File: config.mk
export PLATFORM = sky130hd
export DESIGN_NAME = vram_write_scheduler
export DESIGN_NICKNAME = d
export VERILOG_FILES = /design/src/rtl/vram_write_scheduler.sv
export SDC_FILE = /design/constraint.sdc
export NUM_CORES = 1
export LEC_CHECK = 0
export CAP_MARGIN = 40
export CORE_MARGIN = 1.5
export CORE_UTILIZATION = 54
export CTS_CLUSTER_DIAMETER = 200
export DETAILED_ROUTE_END_ITERATION = 8
export PLACE_DENSITY_LB_ADDON = 0.2
export SYNTH_ARGS = -nofsm -noshare
export SYNTH_HDL_FRONTEND = slang
export SYNTH_SLANG_ARGS = --single-unit
File: constraint.sdc
create_clock -name gpu_clk -period 3 [get_ports gpu_clk]
set_input_delay 0.6 -clock gpu_clk [delete_from_list [all_inputs] [get_ports gpu_clk]]
set_output_delay 0.6 -clock gpu_clk [all_outputs]
set_load 0.02 [all_outputs]
File: src/rtl/vram_write_scheduler.sv
// Posted-write FIFO between CPU bus decode and the GPU VRAM write port; drains only while the
// video write window is open. Optional same-cycle bypass of an empty queue: VRAM_WSCHED_BYPASS_EN.
module vram_write_scheduler #(
  parameter int DEPTH      = 16,
  parameter int ADDR_WIDTH = 12
) (
  input  logic                     gpu_clk,
  input  logic                     rst,
  input  logic                     writable,
  input  logic                     req_valid,
  output logic                     req_ready,
  input  logic [ADDR_WIDTH-1:0]    req_addr,
  input  logic [7:0]               req_data,
  input  logic [2:0]               req_target,
  output logic                     vram_we,
  output logic [ADDR_WIDTH-1:0]    vram_addr,
  output logic [7:0]               vram_data,
  output logic                     sel_pmf,
  output logic                     sel_pmb,
  output logic                     sel_ntbl,
  output logic                     sel_obm,
  output logic                     sel_txbl,
  output logic [$clog2(DEPTH):0]   pending,
  output logic                     window_missed,
  output logic                     bad_target,
  output logic                     drained,
  input  logic                     clr_status
);

  localparam int PW = $clog2(DEPTH);
  localparam int CW = PW + 1;
  localparam int EW = ADDR_WIDTH + 8 + 3;
  localparam logic [CW-1:0] ZERO_C  = CW'(0);
  localparam logic [CW-1:0] ONE_C   = CW'(1);
  localparam logic [CW-1:0] DEPTH_C = CW'(DEPTH);
  localparam logic [PW-1:0] PTR_ONE = PW'(1);

  typedef enum logic [1:0] {
    ST_CLOSED    = 2'd0,
    ST_DRAIN     = 2'd1,
    ST_IDLE_OPEN = 2'd2
  } state_t;

  state_t                r_state;
  logic [EW-1:0]         r_mem [DEPTH];
  logic [PW-1:0]         r_rd_ptr;
  logic [PW-1:0]         r_wr_ptr;
  logic [CW-1:0]         r_count;
  logic                  r_window_missed;
  logic                  r_bad_target;
  logic                  r_drained;

  logic                  w_handshake;
  logic                  w_legal;
  logic                  w_fifo_issue;
  logic                  w_bypass;
  logic                  w_push;
  logic                  w_retire;
  logic [CW-1:0]         w_count_next;
  logic [EW-1:0]         w_head;
  logic                  w_we;
  logic [ADDR_WIDTH-1:0] w_addr;
  logic [7:0]            w_data;
  logic [2:0]            w_tgt;
  logic [4:0]            w_sel;

  assign w_handshake  = req_valid && req_ready;
  assign w_legal      = (req_target <= 3'd4);
  assign w_fifo_issue = writable && (r_count != ZERO_C);
  assign w_head       = r_mem[r_rd_ptr];

`ifdef VRAM_WSCHED_BYPASS_EN
  // An empty queue in an open window forwards a legal request straight to the port.
  assign w_bypass = writable && (r_count == ZERO_C) && w_handshake && w_legal;
`else
  assign w_bypass = 1'b0;
`endif

  assign w_push   = w_handshake && w_legal && !w_bypass;
  assign w_retire = w_fifo_issue;

  // Occupancy after this edge's push and retire.
  always_comb begin
    w_count_next = r_count;
    case ({w_push, w_retire})
      2'b10:   w_count_next = r_count + ONE_C;
      2'b01:   w_count_next = r_count - ONE_C;
      default: w_count_next = r_count;
    endcase
  end

  // Issue source select: FIFO head, bypassed request, or an idle all-zero port.
  always_comb begin
    w_we   = 1'b0;
    w_addr = {ADDR_WIDTH{1'b0}};
    w_data = 8'h00;
    w_tgt  = 3'd0;
    if (w_fifo_issue) begin
      w_we   = 1'b1;
      w_addr = w_head[ADDR_WIDTH-1:0];
      w_data = w_head[ADDR_WIDTH+7:ADDR_WIDTH];
      w_tgt  = w_head[EW-1:EW-3];
    end else if (w_bypass) begin
      w_we   = 1'b1;
      w_addr = req_addr;
      w_data = req_data;
      w_tgt  = req_target;
    end else begin
      w_we   = 1'b0;
      w_addr = {ADDR_WIDTH{1'b0}};
      w_data = 8'h00;
      w_tgt  = 3'd0;
    end
  end

  // One-hot region decode, silent whenever no write is issued.
  always_comb begin
    w_sel = 5'b00000;
    if (w_we) begin
      case (w_tgt)
        3'd0:    w_sel = 5'b00001;
        3'd1:    w_sel = 5'b00010;
        3'd2:    w_sel = 5'b00100;
        3'd3:    w_sel = 5'b01000;
        3'd4:    w_sel = 5'b10000;
        default: w_sel = 5'b00000;
      endcase
    end else begin
      w_sel = 5'b00000;
    end
  end

  // Entry storage; contents are meaningless outside the rd..wr window, so no reset.
  always_ff @(posedge gpu_clk) begin
    if (w_push && !rst) begin
      r_mem[r_wr_ptr] <= {req_target, req_data, req_addr};
    end
  end

  // Pointers, occupancy and status flags.
  always_ff @(posedge gpu_clk) begin
    if (rst) begin
      r_rd_ptr        <= {PW{1'b0}};
      r_wr_ptr        <= {PW{1'b0}};
      r_count         <= ZERO_C;
      r_window_missed <= 1'b0;
      r_bad_target    <= 1'b0;
      r_drained       <= 1'b0;
    end else begin
      if (w_push) begin
        r_wr_ptr <= r_wr_ptr + PTR_ONE;
      end
      if (w_retire) begin
        r_rd_ptr <= r_rd_ptr + PTR_ONE;
      end
      r_count   <= w_count_next;
      r_drained <= w_retire && (r_count == ONE_C) && !w_push;
      // A window that was open last cycle and is shut now, with work left behind.
      if (clr_status) begin
        r_window_missed <= 1'b0;
      end else if ((r_state != ST_CLOSED) && !writable && (w_count_next != ZERO_C)) begin
        r_window_missed <= 1'b1;
      end
      if (clr_status) begin
        r_bad_target <= 1'b0;
      end else if (w_handshake && !w_legal) begin
        r_bad_target <= 1'b1;
      end
    end
  end

  // Window state tracks the sampled window level and the post-edge occupancy.
  always_ff @(posedge gpu_clk) begin
    if (rst) begin
      r_state <= ST_CLOSED;
    end else begin
      case (r_state)
        ST_CLOSED, ST_DRAIN, ST_IDLE_OPEN: begin
          if (!writable) begin
            r_state <= ST_CLOSED;
          end else if (w_count_next != ZERO_C) begin
            r_state <= ST_DRAIN;
          end else begin
            r_state <= ST_IDLE_OPEN;
          end
        end
        default: r_state <= ST_CLOSED;
      endcase
    end
  end

  assign req_ready     = (r_count != DEPTH_C);
  assign vram_we       = w_we;
  assign vram_addr     = w_addr;
  assign vram_data     = w_data;
  assign sel_pmf       = w_sel[0];
  assign sel_pmb       = w_sel[1];
  assign sel_ntbl      = w_sel[2];
  assign sel_obm       = w_sel[3];
  assign sel_txbl      = w_sel[4];
  assign pending       = r_count;
  assign window_missed = r_window_missed;
  assign bad_target    = r_bad_target;
  assign drained       = r_drained;

endmodule
==> impl_results.md <==
* Status: finished, violations left
* Failing checks: negative setup slack
* Post-synthesis sequential area ratio at 0.755
* Clock Tree Buf Depth at 3
* Largest family of logic cells by synthesized area: multiplexers
* EDFF count, synth at around 370
* Standard-cell row count at 61
* DRT antenna net count at 0
* Die ar. at a little under 0.03 mm2
* Layout cells sized above 1 at 0.383
* DRT Wirelength at about 34 mm
* CP Launch Type: flip-flop
* Dpl ws at -0.266 ns
* Total power at approximately 14 mW
* Final WS setup at -0.290 ns
* Die Span X at around 170 um
* Minimum clock period at around 3.3 ns
* Fin cells at around 1300
* Compound-gate portion of the synthesized area at 0.0108
* Setup Viol. Count Final at 25
* Cell accounting for the most synthesized area: edfxtp_1
* Area Growth Syn to Fin at 23.3%
* XOR/XNOR share of the synthesized area at 0.00345
* MaxCap Viol Count at 0
* Initial antenna violation count at 0
* Cells along the critical path: buf_12 > buf_12 > buf_12 > buf_16 > mux4_2 > mux4_2 > and2_4 > buf_6
* Max incr delay on CP at between 0.5 and 0.6 ns
* Rel. slew slack at 0.637
* Total gr overflow at 0
* H-tree Lvls at 2
* Root buffer selected by CTS: clkbuf_16
* Syn Inst Count at ~700
* Die height at 171 um
* RSZ-0062 raised after global routing: true
* CTS tree: yes
* Layout Utilization at 0.676
* Hold Crit Class: flip-flop to flip-flop
* Synth Net Count at approximately 740
* Worst Path Required at roughly 2.4 ns
* Detailed placement HPWL at 19.0 mm
* Clock transition at path regs at approximately 0.060 ns
* Final nets at around 900
* Fill count at roughly 1800
* DR vias/cell at approximately 6
* Via count at between 7000 and 8000
* DP Area at ~0.017 mm2
* Critical path's most frequent cell: buf_12
* Ys async rst share at 0
* Peak supply drop at around 0.37 mV
* Mean Syn Cell Area at roughly 22 um2
* Starting DRC count in detailed routing at between 600 and 700
* Top cells by count, synth: edfxtp_1, mux4_2, nor2_1
* Simple-gate portion of the synthesized area at 0.0394
* Worst-margin pin slew at between 0.5 and 0.6 ns
* Routability cong. at between 0.7 and 0.8
* First-pass GRT wire length at 49.8 mm
* Top cell type's share of synthesized area at 0.726
* DP Cell Count at around 1200
* Max Fclk at a little over 300 MHz
* Storage cell area at around 0.012 mm2
* Number of global-route vias before repair at 8026
* Core area at 0.0278 mm2
* Clock sinks at between 300 and 400
* Setup TNS at -4.27 ns
* CP Capture Type: primary output
* CP Max Fanout at 5
* Max Slew Vio Count at 0
* Drt first pass iters at 5
* Clock latency on the worst-skew pair at ~0.53 ns
* Design area at around 0.019 mm2
* Post-synthesis cell type count at 45
* Hold Vio Cnt, Final at 0
* DRC Markers at 0
* Hold_ws at roughly 0.48 ns
* Top-Level Pins at 63
* CP Data Arrival Time at between 2 and 3 ns
* Post-route clock period utilization at 1.10
* Largest net degree at the start of global routing at 37
* ANT cells at 0
* Most used DFF post-synth: edfxtp_1
* Area occupied by multi-input gates at between 0.003 and 0.004 mm2
* Mux contribution to synthesized area at 0.168
* Top post-synthesis cells by area: edfxtp_1, mux4_2, dfxtp_1
* CP Class: flip-flop to primary output
* PwrDens at approximately 730 mW/mm2
* Most common cell in the netlist: edfxtp_1
* Port buffer count at 62
* Mapped Area at about 0.015 mm2
* Skew final at 0.0165 ns
* Initial Utilization at 0.548
* Synth Area in Adders at 0.00904
* Post-synthesis sequential element count at just under 400
* Crit-path slowest cell: mux4_2
* Ys Warns at 0
* Total GRT Usage at 0.240
* Routed WL per cell at between 20 and 30 um
* CTS Buf Count at 39
* Leakage at 6.02 nW
[where the power goes]
group	leakage (nW)	internal, mW	total [mW]	switching [mW]
clock network	0.626	2.88	4.85	1.97
registers	3.49	6.02	6.09	0.0656
logic	1.90	1.65	2.84	1.19
[metal layers]
layer	global-route usage	up-vias	wire length, um
li1	-	3253	-
met1	0.322	4077	13600
met2	0.418	266	17500
met3	0.0370	39	1820
met4	0.0564	0	539
met5	0	-	0
[repair_timing]
| item | in CTS | in global routing |
|---|---|---|
| cloned | 6 | 0 |
| pin swaps | 8 | 12 |
| hold buffers | 0 | 0 |
| endpoints found under the setup margin | 26 | 28 |
| buffers inserted | 13 | 11 |
| gates resized for setup | 168 | 41 |
[worst paths after layout]
| kind | startpoint | end | slack, ns | depth (start not counted) |
|---|---|---|---|---|
| max | flip-flop | vram_data[5] | -0.29 | 8 |
| min | r_state[1] | r_state[0] | 0.48 | 1 |
| max reg2reg | pending[0] | r_state[1] | 0.17 | 10 |
| min reg2reg | r_state[1] | r_state[0] | 0.48 | 1 |
[area by class of cell]
type	instances	area share
clock buffers	46	0.0545
clock inverters	25	0.0140
inverters	9	0.00180
multi-input cells	269	0.196
flip-flops and latches	390	0.613
well taps	378	0.0252
repair buffers	154	0.0959
[sequential cells by signal, summed over array words and instances, names as in the netlist, named ones only]
signal and cells:
r_mem 368, window_missed 1, drained 1, pending 5, r_rd_ptr 4, r_state 2, bad_target 1, r_wr_ptr 4
[worst max-delay path, delay by kind of cell, from the launching register on]
family | cells | cell delay, ns
and+or+nand+nor | 1 | 0.17
DFF | 1 | 0.37
buffers and inverters | 5 | 0.64
muxes | 2 | 0.97
[layout by cell type, fill, tap and decap left out, types with 5 or more instances in the layout]
master / netlist / routed
bufinv_16: 0 / 5
ha_1: 11 / 10
clkbuf_16: 0 / 40
clkdlybuf4s50_1: 0 / 36
buf_6: 8 / 22
buf_4: 0 / 55
nor2_2: 0 / 16
nand2_1: 14 / 13
clkbuf_1: 14 / 6
clkinv_2: 0 / 5
nor3_2: 1 / 5
inv_1: 9 / 9
edfxtp_1: 368 / 368
buf_16: 0 / 6
buf_12: 0 / 27
nor2_1: 35 / 17
mux4_2: 110 / 110
dfxtp_1: 22 / 17
clkinv_1: 0 / 10
nand3_1: 6 / 5
a21oi_1: 6 / 5
nor2b_1: 7 / 7
and2_4: 0 / 16
[logic make-up (layout without fill, tap and decap cells)]
group                      count (synthesis)  in the layout
adders and majority gates                 11             11
muxes                                    117            117
xor gates and xnor gates                   6              6
and+or+nand+nor                          112            112
buffers and inverters                     44            234
AOI/OAI and AO/OA                         23             23
DFF                                      390            390
Power figures use the tool's default switching activity.
